[config.mk]
export PLATFORM = sky130hd
export DESIGN_NAME = key_debounce_bank
export DESIGN_NICKNAME = d
export VERILOG_FILES = /design/src/rtl/key_debounce_pkg.sv /design/src/rtl/key_debounce_ch.sv /design/src/rtl/key_debounce_bank.sv
export SDC_FILE = /design/constraint.sdc
export NUM_CORES = 1
export LEC_CHECK = 0
export BUFFER_PORTS_ARGS = -buffer_cell sky130_fd_sc_hd__buf_2
export CELL_PAD_IN_SITES_DETAIL_PLACEMENT = 1
export CELL_PAD_IN_SITES_GLOBAL_PLACEMENT = 1
export CORE_UTILIZATION = 53
export DETAILED_ROUTE_END_ITERATION = 7
export PLACE_DENSITY = 0.93
export SLEW_MARGIN = 5
export SYNTH_ARGS = -nofsm -noshare
export SYNTH_HDL_FRONTEND = slang
export SYNTH_SLANG_ARGS = --single-unit
[constraint.sdc]
create_clock -name clk -period 7.2 [get_ports clk]
set_input_delay 1.08 -clock clk [delete_from_list [all_inputs] [get_ports clk]]
set_output_delay 1.08 -clock clk [all_outputs]
set_load 0.05 [all_outputs]
[src/rtl/key_debounce_pkg.sv]
// Shared types and helpers for the key debounce bank.
`default_nettype none

package key_debounce_pkg;

  typedef enum logic [1:0] {
    RELEASED = 2'd0,
    PRESSED  = 2'd1,
    REPEAT   = 2'd2
  } key_state_e;

  function automatic int max_w(input int a, input int b);
    return (a > b) ? a : b;
  endfunction

endpackage

`default_nettype wire

[src/rtl/key_debounce_ch.sv]
// One key channel: 2-flop synchroniser, debounce counter, press/hold/repeat FSM.
`default_nettype none

module key_debounce_ch
  import key_debounce_pkg::*;
#(
  parameter int DEBOUNCE_W = 14,
  parameter int HOLD_W     = 22,
  parameter int RATE_W     = 20,
  parameter bit IDLE_LEVEL = 1'b1
) (
  input  logic clk,
  input  logic rst_n,
  input  logic in_i,
  output logic out_o,
  output logic rising_o,
  output logic falling_o,
  output logic long_press_o,
  output logic repeat_o
);

  localparam int CNT_W = max_w(HOLD_W, RATE_W);
  localparam logic [DEBOUNCE_W-1:0] DEB_MAX  = '1;
  localparam logic [CNT_W-1:0]      HOLD_MAX = CNT_W'({HOLD_W{1'b1}});
  localparam logic [CNT_W-1:0]      RATE_MAX = CNT_W'({RATE_W{1'b1}});

  logic [1:0]            sync_q;
  logic                  in_s;
  logic                  out_q, out_d;
  logic [DEBOUNCE_W-1:0] deb_cnt_q, deb_cnt_d;
  key_state_e            state_q, state_d;
  logic [CNT_W-1:0]      hold_cnt_q, hold_cnt_d;
  logic                  rise_q, rise_d;
  logic                  fall_q, fall_d;
  logic                  lp_q, lp_d;
  logic                  rep_q, rep_d;
  logic                  press_evt, release_evt;

  assign in_s = sync_q[1];

  always_comb begin
    out_d     = out_q;
    deb_cnt_d = '0;
    if (in_s != out_q) begin
      if (deb_cnt_q == DEB_MAX) begin
        out_d = in_s;
      end else begin
        deb_cnt_d = deb_cnt_q + 1'b1;
      end
    end
  end

  // Events are taken from out_d so the FSM and edge pulses move on the same edge as out.
  assign press_evt   = (out_q == IDLE_LEVEL) && (out_d != IDLE_LEVEL);
  assign release_evt = (out_q != IDLE_LEVEL) && (out_d == IDLE_LEVEL);

  always_comb begin
    state_d    = state_q;
    hold_cnt_d = hold_cnt_q;
    lp_d       = 1'b0;
    rep_d      = 1'b0;
    rise_d     = release_evt;
    fall_d     = press_evt;
    if (release_evt) begin
      // Release beats any terminal count reached on this edge.
      state_d    = RELEASED;
      hold_cnt_d = '0;
    end else begin
      unique case (state_q)
        RELEASED: begin
          if (press_evt) begin
            state_d    = PRESSED;
            hold_cnt_d = '0;
          end
        end
        PRESSED: begin
          if (hold_cnt_q == HOLD_MAX) begin
            state_d    = REPEAT;
            hold_cnt_d = '0;
            lp_d       = 1'b1;
            rep_d      = 1'b1;
          end else begin
            hold_cnt_d = hold_cnt_q + 1'b1;
          end
        end
        REPEAT: begin
          if (hold_cnt_q == RATE_MAX) begin
            hold_cnt_d = '0;
            rep_d      = 1'b1;
          end else begin
            hold_cnt_d = hold_cnt_q + 1'b1;
          end
        end
        default: begin
          state_d    = RELEASED;
          hold_cnt_d = '0;
        end
      endcase
    end
  end

  always_ff @(posedge clk or negedge rst_n) begin
    if (!rst_n) begin
      sync_q     <= {2{IDLE_LEVEL}};
      out_q      <= IDLE_LEVEL;
      deb_cnt_q  <= '0;
      state_q    <= RELEASED;
      hold_cnt_q <= '0;
      rise_q     <= 1'b0;
      fall_q     <= 1'b0;
      lp_q       <= 1'b0;
      rep_q      <= 1'b0;
    end else begin
      sync_q     <= {sync_q[0], in_i};
      out_q      <= out_d;
      deb_cnt_q  <= deb_cnt_d;
      state_q    <= state_d;
      hold_cnt_q <= hold_cnt_d;
      rise_q     <= rise_d;
      fall_q     <= fall_d;
      lp_q       <= lp_d;
      rep_q      <= rep_d;
    end
  end

  assign out_o        = out_q;
  assign rising_o     = rise_q;
  assign falling_o    = fall_q;
  assign long_press_o = lp_q;
  assign repeat_o     = rep_q;

endmodule

`default_nettype wire

[src/rtl/key_debounce_bank.sv]
// Bank of independent debounced keys with long-press, auto-repeat and a shared event flag.
`default_nettype none

module key_debounce_bank
  import key_debounce_pkg::*;
#(
  parameter int NUM_KEYS   = 4,
  parameter int DEBOUNCE_W = 14,
  parameter int HOLD_W     = 22,
  parameter int RATE_W     = 20,
  parameter bit IDLE_LEVEL = 1'b1
) (
  input  logic                clk,
  input  logic                rst_n,
  input  logic [NUM_KEYS-1:0] in_i,
  output logic [NUM_KEYS-1:0] out_o,
  output logic [NUM_KEYS-1:0] rising_o,
  output logic [NUM_KEYS-1:0] falling_o,
  output logic [NUM_KEYS-1:0] long_press_o,
  output logic [NUM_KEYS-1:0] repeat_o,
  output logic                any_event_o
);

  logic any_event_q, any_event_d;

  for (genvar k = 0; k < NUM_KEYS; k++) begin : g_ch
    key_debounce_ch #(
      .DEBOUNCE_W (DEBOUNCE_W),
      .HOLD_W     (HOLD_W),
      .RATE_W     (RATE_W),
      .IDLE_LEVEL (IDLE_LEVEL)
    ) u_ch (
      .clk          (clk),
      .rst_n        (rst_n),
      .in_i         (in_i[k]),
      .out_o        (out_o[k]),
      .rising_o     (rising_o[k]),
      .falling_o    (falling_o[k]),
      .long_press_o (long_press_o[k]),
      .repeat_o     (repeat_o[k])
    );
  end

  // Pulses are already registered, so this flags the previous cycle's events.
  assign any_event_d = |{rising_o, falling_o, long_press_o, repeat_o};

  always_ff @(posedge clk or negedge rst_n) begin
    if (!rst_n) begin
      any_event_q <= 1'b0;
    end else begin
      any_event_q <= any_event_d;
    end
  end

  assign any_event_o = any_event_q;

endmodule

`default_nettype wire

==> impl_metrics.toml <==
[run_status]
status = "completed"

[place]
portBuffers = 26
dpl_cell_area_mm2 = 0.009484
dpl.hpwl_mm = 14.76
post-place-cells = 1188
place_ws_ns = 3.866
gp_congestion = 0.7927

[drt]
wirelength_mm = 24.32
post_drt_wl_per_cell_um = 19.95
ant_nets = 0
drt_iter0_markers = 432
vias_per_cell = 6.232
drc = 0
via_count = 7597
first_pass_iters = 5

[critical_path]
cp-start-kind = "flip-flop"
crit_path_start = "g_ch[0].u_ch.deb_cnt_q[0]"
r2r_slack_ns = 3.60
path_class = "reg -> reg"
critPathRequiredTime_ns = 7.55
cp-endpoint = "g_ch[0].u_ch.hold_cnt_q[4]"
rr_worst_depth = 7
crit_arrival_ns = 3.95
endpoint_kind = "flip-flop"
r2r-end = "g_ch[0].u_ch.hold_cnt_q[4]"
worstPathMaxFanout = 17
r2r_start = "g_ch[0].u_ch.deb_cnt_q[0]"

[global_route]
grt_pass1_wl_mm = 40.79
grt_pass1_vias = 8268
top_usage_layer = "met2"
grt_use_met2_pct = 50.60
grt_max_degree = 116
grt_overflow_total = 0
use_met1_pct = 34.18
grt.met3_usage_pct = 5.631
antenna_found_initial = 0
grt_usage_pct = 28.68

[floorplan]
num_rows = 48
dieHeight_um = 134.5
ios = 27
core-area_mm2 = 0.01724
die-area_mm2 = 0.01808
die_width_um = 134.5
initial_core_util_pct = 53.94

[yosys]
syn-cell-area_mm2 = 0.009298
synth_top_family_by_area = "simple AND/OR/NAND/NOR gates"
ys.flop_type = "dfrtp_1"
synthAdderAreaFrac_pct = 2.691
ys_top_cells_by_count = "dfrtp_1 (169), nor2_1 (130), nand2_1 (70), nand3_1 (65), o21ai_0 (60)"
synthCells = 979
synth_xor_area_share_pct = 6.782
syn_nets = 1005
synth_top_area_share_pct = 45.49
synth.area.mux_share_pct = 0.7132
synth_compound_area_share_pct = 11.20
ys_ff_latch = 181
ys_seq_area_share_pct = 48.88
synth.avg_cell_area_um2 = 9.497
synth.top_cells.by_area = "dfrtp_1 (45%), nor2_1 (5.2%), xor2_1 (3.8%), nand3_1 (3.5%), dfstp_2 (3.4%)"
yosys_warnings = 0
synth_area_leader_cell = "dfrtp_1"
async_flop_share_pct = 100.0
synth-simple-area-share_pct = 25.37
ys_types = 67
synth-edff-count = 0
yosysMostFrequentCell = "dfrtp_1"

[sta]
fin_hold_ws_ns = 0.3591
drv_slew = 0
final-hold-violation-count = 0
setup_ws_ns = 3.602
worstMarginPinSlew_ns = 1.110
min_period_ns = 3.598
rsz0062_at_grt = "no"
period_share_pct = 49.97
fin_setup_tns_ns = 0
fmax_ghz = 0.2779
finClkSkew_ns = 0.01148
finalSetupViolations = 0
slew_headroom_pct = 25.65

[finish]
nFillCells = 1935
drive_above_1_share_pct = 9.557
multiInputGateArea_mm2 = 0.004347
stdcell_area_mm2 = 0.01004
synthToLayoutAreaGrowth_pct = 8.034
register_area_mm2 = 0.004544
finalNetCount = 1008
diodes = 0
finalNonFillerCells = 1219

[clock_network]
cts_tree = "built"
clockBufferDepth = 2
clkLatencyLatePin_ns = 0.45
cts_setup_buffers = 0
clock-root-buffer = "clkbuf_16"
htree_levels = 4
cts_sinks = 181
clk_pin_slew_ns = 0.07
cts_resized = 0
cts_inserted_buffers = 17
ctsHoldBuffers = 0

[pwr]
p_seq_share_pct = 52.1
clockPowerShare_pct = 45.9
pwr-share-comb_pct = 2.0
internal-power_mw = 1.528
p_sw_mw = 0.4590
cellLeakagePower_nw = 4.378
power_per_cell_area_mw_per_mm2 = 197.9
ir_drop_mv = 0.1754
switching_share_pct = 23.09

[min_path]
hp-class = "reg -> reg"

[run]
drv_cap = 0
power groups by stage:
stage                     Clock, mW  Sequential, mW  Combinational (mW)
after CTS                     0.924            1.04              0.0412
after floorplan                   0            1.05              0.0142
after global placement            0            1.05              0.0395
final                         0.913            1.04              0.0394
after global routing          0.962            1.04              0.0462
after detailed placement          0            1.05              0.0404
worst min path at each step:
stage | cells past startpoint | to | slack, ns | from
6_report | 0 | g_ch[3].u_ch.sync_q[1] | 0.36 | g_ch[3].u_ch.sync_q[0]
5_1_grt | 0 | g_ch[3].u_ch.sync_q[1] | 0.36 | g_ch[3].u_ch.sync_q[0]
4_1_cts | 0 | g_ch[3].u_ch.sync_q[1] | 0.36 | g_ch[3].u_ch.sync_q[0]
3_5_place_dp | 0 | g_ch[3].u_ch.sync_q[1] | 0.35 | g_ch[3].u_ch.sync_q[0]
3_3_place_gp | 0 | g_ch[1].u_ch.sync_q[1] | 0.35 | g_ch[1].u_ch.sync_q[0]
2_1_floorplan | 0 | g_ch[0].u_ch.sync_q[1] | 0.35 | g_ch[0].u_ch.sync_q[0]
through the flow:
stage	utilization, %	power, mW
after floorplan	-	1.066
after global placement	55.02	1.093
after detailed placement	55.02	1.094
after CTS	58.28	2.001
after global routing	58.28	2.044
final	58.28	1.987
sequential cells by signal (all words and copies together) (netlist names):
register and flops:
g_ch.u_ch.state_q 8, g_ch.u_ch.repeat_o 4, g_ch.u_ch.hold_cnt_q 88, g_ch.u_ch.deb_cnt_q 56, g_ch.u_ch.sync_q 8, g_ch.u_ch.out_o 4, g_ch.u_ch.rising_o 4, g_ch.u_ch.falling_o 4
any_event_o 1, g_ch.u_ch.long_press_o 4
layer usage:
layer | wire length, um | vias to the layer above | part of all wire, %
li1 | - | 3446 | -
met1 | 10250 | 3930 | 42
met2 | 12650 | 155 | 52
met3 | 719 | 66 | 3.0
met4 | 702 | 0 | 2.9
met5 | 0 | - | 0
cell type report:
| type | count | area share (%) |
|---|---|---|
| Clock inverter | 11 | 1.034 |
| Inverter | 40 | 1.495 |
| Timing Repair Buffer | 29 | 1.607 |
| Sequential cell | 181 | 45.24 |
| Clock buffer | 20 | 4.547 |
| Multi-Input combinational cell | 713 | 43.27 |
| Tap cell | 225 | 2.803 |
worst max-delay path, stage by stage, from the launching register on:
cell and delay (ns):
dfrtp_1 0.45, ha_1 0.28, and4_1 0.27, nand4_1 0.25, o21ai_1 0.78, nand3_1 0.78
or3_1 0.59, o21ai_0 0.10
cells in the final DEF, fill, tap and decap left out, drive strengths merged, types with 6 or more instances in the layout:
cell    instances
dfrtp         169
nor2          131
nand2          70
nand3          65
o21ai          64
inv            41
xor2           40
nand4          33
xnor2          32
buf            28
and3           27
a21oi          27
nor3           27
or3            25
clkbuf         21
ha             20
a21o           15
and4           15
nor3b          14
o31ai          14
a22o           13
nor4           13
dfstp          12
clkinv          7
a31oi           6
cell families after synthesis:
family	count (synthesis)
xor gates and xnor gates	72
buffers and inverters	85
adders and majority gates	20
DFF	181
muxes	6
and+or+nand+nor	453
AOI/OAI and AO/OA	162
No activity file was read; power rests on OpenSTA's default activity.
